--- src/rtl/spi_master_burst.sv ---
// SPI master with chained-word frames, automatic chip select and all four CPOL/CPHA modes.
// Define SPI_MASTER_LOOPBACK_EN to feed the receive shifter from the internal mosi instead of miso.
module spi_master_burst #(
    parameter int DATA_W = 8,
    parameter int DIV_W  = 16,
    parameter int NUM_CS = 1,
    parameter int CS_W   = (NUM_CS > 1) ? $clog2(NUM_CS) : 1
) (
    input  logic              sys_clk,
    input  logic              sys_rst,
    input  logic              cpol,
    input  logic              cpha,
    input  logic              lsb_first,
    input  logic [DIV_W-1:0]  clk_div,
    input  logic [CS_W-1:0]   cs_sel,
    input  logic              tx_valid,
    output logic              tx_ready,
    input  logic [DATA_W-1:0] tx_data,
    input  logic              tx_last,
    output logic              rx_valid,
    output logic [DATA_W-1:0] rx_data,
    output logic              busy,
    output logic [NUM_CS-1:0] cs_n,
    output logic              sclk,
    output logic              mosi,
    input  logic              miso
);

    localparam int EW = $clog2(2 * DATA_W);
    localparam int KW = EW - 1;
    localparam logic [EW-1:0] LAST_EDGE = EW'(2 * DATA_W - 1);

    typedef enum logic [2:0] {IDLE, SETUP, HALF, EDGE, WAIT, HOLD} state_t;

    state_t            state, state_nx;
    logic [DIV_W-1:0]  cnt, div_q;
    logic [EW-1:0]     edge_idx, idx_inc;
    logic              cpol_q, cpha_q, lsb_q, last_q;
    logic [CS_W-1:0]   cs_q;
    logic [DATA_W-1:0] tx_q, rx_sh, rx_nx;
    logic              sclk_q, mosi_q;
    logic              accept, cnt_done, last_edge, edge_go, drive, sample, ser_in;
    logic [KW-1:0]     tx_k, rx_k;

    // Maps wire-order bit k to its position in the word.
    function automatic logic [KW-1:0] bit_pos(input logic [KW-1:0] k, input logic lsb);
        return lsb ? k : (KW'(DATA_W - 1) - k);
    endfunction

    // A word moves on the cycle where tx_valid && tx_ready; tx_data/tx_last must hold until then.
    assign tx_ready  = ((state == IDLE) || (state == WAIT)) && !sys_rst;
    assign accept    = tx_valid && tx_ready;
    assign busy      = (state != IDLE);
    assign cnt_done  = (cnt == '0);
    assign last_edge = (edge_idx == LAST_EDGE);
    assign idx_inc   = edge_idx + EW'(1);
    assign edge_go   = (state == HALF) && cnt_done;
    assign drive     = (edge_idx[0] ^ cpha_q) && !last_edge;
    assign sample    = (edge_idx[0] == cpha_q);
    assign tx_k      = cpha_q ? edge_idx[EW-1:1] : idx_inc[EW-1:1];
    assign rx_k      = edge_idx[EW-1:1];
    assign sclk      = (state == IDLE) ? (cpol && !sys_rst) : sclk_q;
    assign mosi      = mosi_q;

`ifdef SPI_MASTER_LOOPBACK_EN
    assign ser_in = mosi_q;
`else
    assign ser_in = miso;
`endif

    always_ff @(posedge sys_clk) begin
        if (sys_rst) state <= IDLE;
        else         state <= state_nx;
    end

    always_comb begin
        state_nx = state;
        case (state)
            IDLE:  if (accept) state_nx = SETUP;
            SETUP: if (cnt_done) state_nx = HALF;
            HALF:  if (cnt_done) state_nx = EDGE;
            EDGE: begin
                if (last_edge) state_nx = last_q ? HOLD : WAIT;
                else           state_nx = HALF;
            end
            WAIT:  if (accept) state_nx = HALF;
            HOLD:  if (cnt_done) state_nx = IDLE;
            default: state_nx = IDLE;
        endcase
    end

    always_comb begin
        rx_nx = rx_sh;
        if ((state == EDGE) && sample) rx_nx[bit_pos(rx_k, lsb_q)] = ser_in;
    end

    always_comb begin
        cs_n = '1;
        for (int i = 0; i < NUM_CS; i++) begin
            if ((state != IDLE) && (cs_q == CS_W'(i))) cs_n[i] = 1'b0;
        end
    end

    always_ff @(posedge sys_clk) begin
        if (sys_rst) begin
            cnt      <= '0;
            div_q    <= '0;
            edge_idx <= '0;
            cpol_q   <= 1'b0;
            cpha_q   <= 1'b0;
            lsb_q    <= 1'b0;
            last_q   <= 1'b0;
            cs_q     <= '0;
            tx_q     <= '0;
            rx_sh    <= '0;
            sclk_q   <= 1'b0;
            mosi_q   <= 1'b0;
            rx_valid <= 1'b0;
            rx_data  <= '0;
        end else begin
            rx_valid <= 1'b0;
            // Entering a timed state reloads the half-period counter; the first one uses the live divider.
            if (state_nx != state)  cnt <= (state == IDLE) ? clk_div : div_q;
            else if (!cnt_done)     cnt <= cnt - DIV_W'(1);

            if ((state == IDLE) && accept) begin
                tx_q     <= tx_data;
                last_q   <= tx_last;
                cpol_q   <= cpol;
                cpha_q   <= cpha;
                lsb_q    <= lsb_first;
                div_q    <= clk_div;
                cs_q     <= cs_sel;
                edge_idx <= '0;
                sclk_q   <= cpol;
                if (!cpha) mosi_q <= lsb_first ? tx_data[0] : tx_data[DATA_W-1];
            end

            if ((state == WAIT) && accept) begin
                tx_q     <= tx_data;
                last_q   <= tx_last;
                edge_idx <= '0;
                if (!cpha_q) mosi_q <= lsb_q ? tx_data[0] : tx_data[DATA_W-1];
            end

            if (edge_go) begin
                sclk_q <= ~sclk_q;
                if (drive) mosi_q <= tx_q[bit_pos(tx_k, lsb_q)];
            end

            if (state == EDGE) begin
                edge_idx <= idx_inc;
                rx_sh    <= rx_nx;
                if (last_edge) begin
                    rx_data  <= rx_nx;
                    rx_valid <= 1'b1;
                end
            end
        end
    end

endmodule

--- config.mk ---
export PLATFORM = sky130hd
export DESIGN_NAME = spi_master_burst
export DESIGN_NICKNAME = d
export VERILOG_FILES = /design/src/rtl/spi_master_burst.sv
export SDC_FILE = /design/constraint.sdc
export NUM_CORES = 1
export LEC_CHECK = 0
export ABC_CLOCK_PERIOD_IN_PS = 1900
export CORE_UTILIZATION = 52
export CTS_BUF_LIST = sky130_fd_sc_hd__clkbuf_2 sky130_fd_sc_hd__clkbuf_4 sky130_fd_sc_hd__clkbuf_8
export DETAILED_ROUTE_END_ITERATION = 8
export PLACE_DENSITY = 0.77
export SYNTH_ARGS = -nofsm -noshare
export SYNTH_HDL_FRONTEND = slang
export SYNTH_SLANG_ARGS = --single-unit
--- constraint.sdc ---
create_clock -name sys_clk -period 1.9 [get_ports sys_clk]
set_input_delay 0.38 -clock sys_clk [delete_from_list [all_inputs] [get_ports sys_clk]]
set_output_delay 0.38 -clock sys_clk [all_outputs]
set_load 0.005 [all_outputs]
# Word level (Yosys, flattened, before mapping)
# Cells that the tools add are included.
dict set report classes {
  bitwise_logic 4
  n_reduce_logical 21
  mux 40
  eq_ne 9
  add_sub_neg 4
  n_lt_le_gt_ge 3
}
# op n
set ops {}
lappend ops {{16-bit 2-to-1 mux} 3}
lappend ops {{3-bit 2-to-1 mux} 9}
lappend ops {{8-bit 2-to-1 mux} 3}
lappend ops {{1-bit 2-to-1 mux} 18}
lappend ops {{3-bit one-hot mux with 6 select lines} 1}
lappend ops {{16-bit zero test} 1}
lappend ops {{16-bit by 1-bit subtractor with 16-bit output, second input constant} 1}
lappend ops {{4-bit 2-to-1 mux} 3}
lappend ops {{1-bit logical AND} 10}
lappend ops {{8-bit bitwise mux} 1}
lappend ops {{3-bit by 4-bit < comparator with 1-bit output, second input constant} 2}
lappend ops {{3-bit by 2-bit equality test with 1-bit output, second input constant} 2}
lappend ops {{3-bit equality test, second input constant} 2}
lappend ops {{3-bit nonzero test} 2}
lappend ops {{3-bit subtractor, first input constant} 2}
lappend ops {{4-bit by 1-bit adder with 4-bit output, second input constant} 1}
lappend ops {{4-bit equality test, second input constant} 1}
lappend ops {{2-bit nonzero test} 2}
lappend ops {{1-bit binary-select mux with 3-bit select} 1}
lappend ops {{1-bit demux with 3-bit select} 1}
lappend ops {{3-bit by 1-bit equality test with 1-bit output, second input constant} 1}
lappend ops {{3-bit by 1-bit greater-or-equal comparator with 1-bit output, second input constant} 1}
lappend ops {{3-bit zero test} 1}
lappend ops {{3-bit != test} 1}
lappend ops {{other kinds (8)} 11}
dict set report totals {
  output_inout_bits 14
  elab_cells 95
  reg_bits 70
}

# Depth between registers and ports, before layout
dict set report depth {
  depth_word 10
  mapped_depth 9
  depth_no_buf 8
}

# Least setup slack after synthesis
# OpenSTA, ideal clock, no wires.
dict set report synth_path {
  path_kind {reg2reg}
  start {register cnt[0]}
  end {register cnt[10]}
  arrival_ns 1.988
  synth_period_minus_slack_ns 2.074
  n_path_buf 1
  path_stages_with_launch 10
  t_required_ns 1.814
  path_slack_ns -0.174
  cell_sequence {dfxtp_1 inv_1 ha_1 or3b_1 or2_1 clkbuf_1 or3_1 nor3_1 a21oi_1 a211oi_1}
}
dict set report synth_between {
  elab_chain_cells 5
  elab_cells_between_ends 10
}
# item line
set synth_rtl {}
lappend synth_rtl {{from (decl)} 36} ;# logic [DIV_W-1:0] cnt, div_q;
lappend synth_rtl {{from (signal assigned)} 123} ;# if (state_nx != state) cnt <= (state == IDLE) ? clk_div : div_q;
lappend synth_rtl {{from (signal assigned)} 124} ;# else if (!cnt_done) cnt <= cnt - DIV_W'(1);
lappend synth_rtl {{16-bit zero test} 54} ;# assign cnt_done = (cnt == '0);
lappend synth_rtl {{3-bit 2-to-1 mux (on tied branches)} {87, 80, 81}}
lappend synth_rtl {{3-bit one-hot mux with 6 select lines} 78} ;# case (state)
lappend synth_rtl {{3-bit != test} 123}
lappend synth_rtl {{2-bit by 1-bit != test with 1-bit output (no line) or 16-bit 2-to-1 mux (tied branches)} n/a}
# Several ways; a longest one is shown, not always the timed one. The select of a mux whose other input is x is not followed.
# A chain may end at the register's enable or synchronous reset.

# Worst setup path in the final report
dict set report layout_path {
  start {register cnt[1]}
  end {register cnt[8]}
}
# Same word-level chain as after synthesis.

==> metrics.txt <==
WHS=0.356 ns; Ys Warns=0; Initial Util=54.3%; Vias=4020; status=finished with violations; worst clock skew=0.00916 ns; Placer Congestion=0.966; Worst setup SP type=register; Gate power share=52.0%; core area=6830 um2; sequential fraction of the synthesis area=37.8%; Root Driver=clkbuf_8; drt initial violations=223; grt total ovfl=0; post-synthesis instance area=3710 um2; cts bufs inserted=9; Critical Path Fanout Max=6; fin crit period=2.11 ns; DRT Pass-1 Iters=5; Design Power=6370 uW; Internal=3920 uW; detailed-route vias per instance=5.89; syn_nets=516; CTS Sinks=70; Flop pwr share=29.3%; PortBufs=46; Post-synth ARST share=0%; sw power=2450 uW; failing checks=negative setup slack; Final ANT Viol Nets=0; wire length of the first global-routing pass=17900 um; HP Class=in2reg; final count of pins violating max slew=0; WL per Instance=17.6 um; setup TNS=-1.54 ns; Worst-Margin Slew=0.545 ns; Die Wd=86.4 um; Slew HR=63.4%; antenna fix cells=0; number of distinct library cells after synthesis=53; worst setup margin=-0.210 ns; vias in the first global route=3862; Clock transition at path regs=0.07 ns; Residual DRC=0; clk_lat worst skew=0.36 ns; H-tree depth=3; layout cells sized above 1=33.6%; dominant synthesized flop cell=dfxtp_1; filler cell count=422; number of flops mapped to enable cells by yosys=0; Clk pwr share=18.8%; worst setup path category=reg2reg; Worst IR Drop VDD=0.765 mV; gr usage total=30.8%; Layout area overhead=50.2%; FMAX=474 MHz; CP Capture Type=register; pre-CTS setup slack=-0.198 ns; Net Sw Frac=38.4%; WP data required=2.16 ns; fin nets=617; Placed Instance Area=4670 um2; Setup Viol. Count Final=19; final instance area=5570 um2; CP arrival=2.37 ns; hold violation total from the final report=0; post-synthesis area per instance=7.71 um2; flops & latches, synth=70; Max clock buf depth=2; post-synthesis instance total=481; Rows=30; die height=86.4 um; initial antenna violation count=0; largest net degree at the start of global routing=38; I/O pin count=47; Die ar.=7470 um2; unrepaired setup endpoints after global routing=true; DP Wirelength=6970 um; Pleak=0.00206 uW; maxcap violations=0; CTS tree=yes; crit share post-route=111%; pwr/cell area=1140 nW/um2; final wirelength=12000 um
registers in the layout, summed over array words and instances, names as in the netlist:
| name | count |
|---|---|
| cnt | 16 |
| div_q | 16 |
| rx_data | 8 |
| rx_sh | 8 |
| tx_q | 8 |
| edge_idx | 4 |
| state | 3 |
| cpha_q | 1 |
| cs_q | 1 |
| last_q | 1 |
| lsb_q | 1 |
| mosi | 1 |
| rx_valid | 1 |
| sclk_q | 1 |
cells by family (layout without fill, tap and decap cells):
| family | count (synthesis) | in the layout | synth area share (%) |
|---|---|---|---|
| mux | 11 | 11 | 3.00 |
| flops | 70 | 70 | 37.8 |
| simple gates | 203 | 203 | 27.9 |
| fa+ha+maj | 2 | 2 | 0.675 |
| compound gates | 136 | 136 | 22.9 |
| xor+xnor | 12 | 12 | 2.83 |
| buf+inv | 47 | 153 | 4.89 |
layer usage:
| layer | GRT usage, % | wire length (um) |
|---|---|---|
| met1 | 35.0 | 4680 |
| met2 | 55.4 | 6190 |
| met3 | 5.05 | 666 |
| met4 | 16.4 | 500 |
| met5 | 0 | 0 |
what timing repair did:
item                       4_1_cts  5_1_grt
setup buffers                   10        5
setup endpoints to repair       23       51
resized for setup               62       74
pin swaps                       34       19
hold buffers                     0        0
gates cloned                     2        1
worst paths after layout:
check                         start                      to  slack, ns  cells after the start
min                         sys_rst     state[2]$_SDFF_PP0_       0.36                      2
max reg2reg     cnt[1]$_SDFFE_PP0P_     cnt[8]$_SDFFE_PP0P_      -0.21                      8
max             cnt[1]$_SDFFE_PP0P_     cnt[8]$_SDFFE_PP0P_      -0.21                      8
min reg2reg  div_q[13]$_SDFFE_PP0P_  div_q[13]$_SDFFE_PP0P_       0.45                      2
critical path, cell delays in order (launching register included):
cell and delay [ns]:
dfxtp_4 0.36, inv_2 0.06, ha_4 0.12, or3b_4 0.40, or2_4 0.28, or3_4 0.37
nor3_4 0.12, a21oi_1 0.08, a211oi_1 0.22
stage by stage:
| step | instances | util, % |
|---|---|---|
| detailed placement | 649 | 68.4 |
| global route | 683 | 81.5 |
| global placement | 649 | 68.4 |
| finish | 683 | 81.5 |
| floorplan | 481 | - |
| CTS | 677 | 76.1 |
area by class of cell:
| cell class | instances | area [um2] | area share, % |
|---|---|---|---|
| sequential | 70 | 1420 | 25.5 |
| inverter | 9 | 33.8 | 0.607 |
| clock inverter | 7 | 65.1 | 1.17 |
| multi-input combinational | 364 | 2630 | 47.2 |
| timing repair buffer | 128 | 1180 | 21.2 |
| tap | 96 | 120 | 2.16 |
| clock buffer | 9 | 124 | 2.22 |
Yosys cell counts (6+ instances only):
library cell / count / area [um2]
a211oi_1: 32 / 240
a21oi_1: 50 / 250
a31oi_1: 6 / 37.5
and2_1: 13 / 81.3
clkbuf_1: 34 / 128
dfxtp_1: 70 / 1400
inv_1: 9 / 33.8
mux2i_1: 10 / 100
nand2_1: 79 / 297
nand2b_1: 14 / 87.6
nand3_1: 6 / 30.0
nand3b_1: 7 / 52.6
nor2_1: 30 / 113
nor2b_1: 8 / 50.1
nor3_1: 13 / 65.1
o21ai_0: 22 / 110
or3_1: 9 / 56.3
xnor2_1: 7 / 61.3
placed cells by master (no fill, tap or decap), types with 10 or more instances in the layout:
master,count
nor2_1,28
nand2b_1,14
and2_1,13
nand2_1,74
o21ai_0,17
dfxtp_2,10
a21oi_1,41
dfxtp_1,59
buf_4,66
a211oi_2,14
a211oi_1,14
clkdlybuf4s50_1,41
power by group through the flow:
| stage | sequential [uW] | clock (uW) | combinational, uW |
|---|---|---|---|
| finish | 1860 | 1190 | 3310 |
| global route | 1880 | 1270 | 3490 |
| CTS | 1830 | 1210 | 2620 |
| detailed placement | 1840 | 0 | 2030 |
| global placement | 1820 | 0 | 1970 |
| floorplan | 1820 | 0 | 1290 |
No activity file was read; power rests on OpenSTA's default activity.
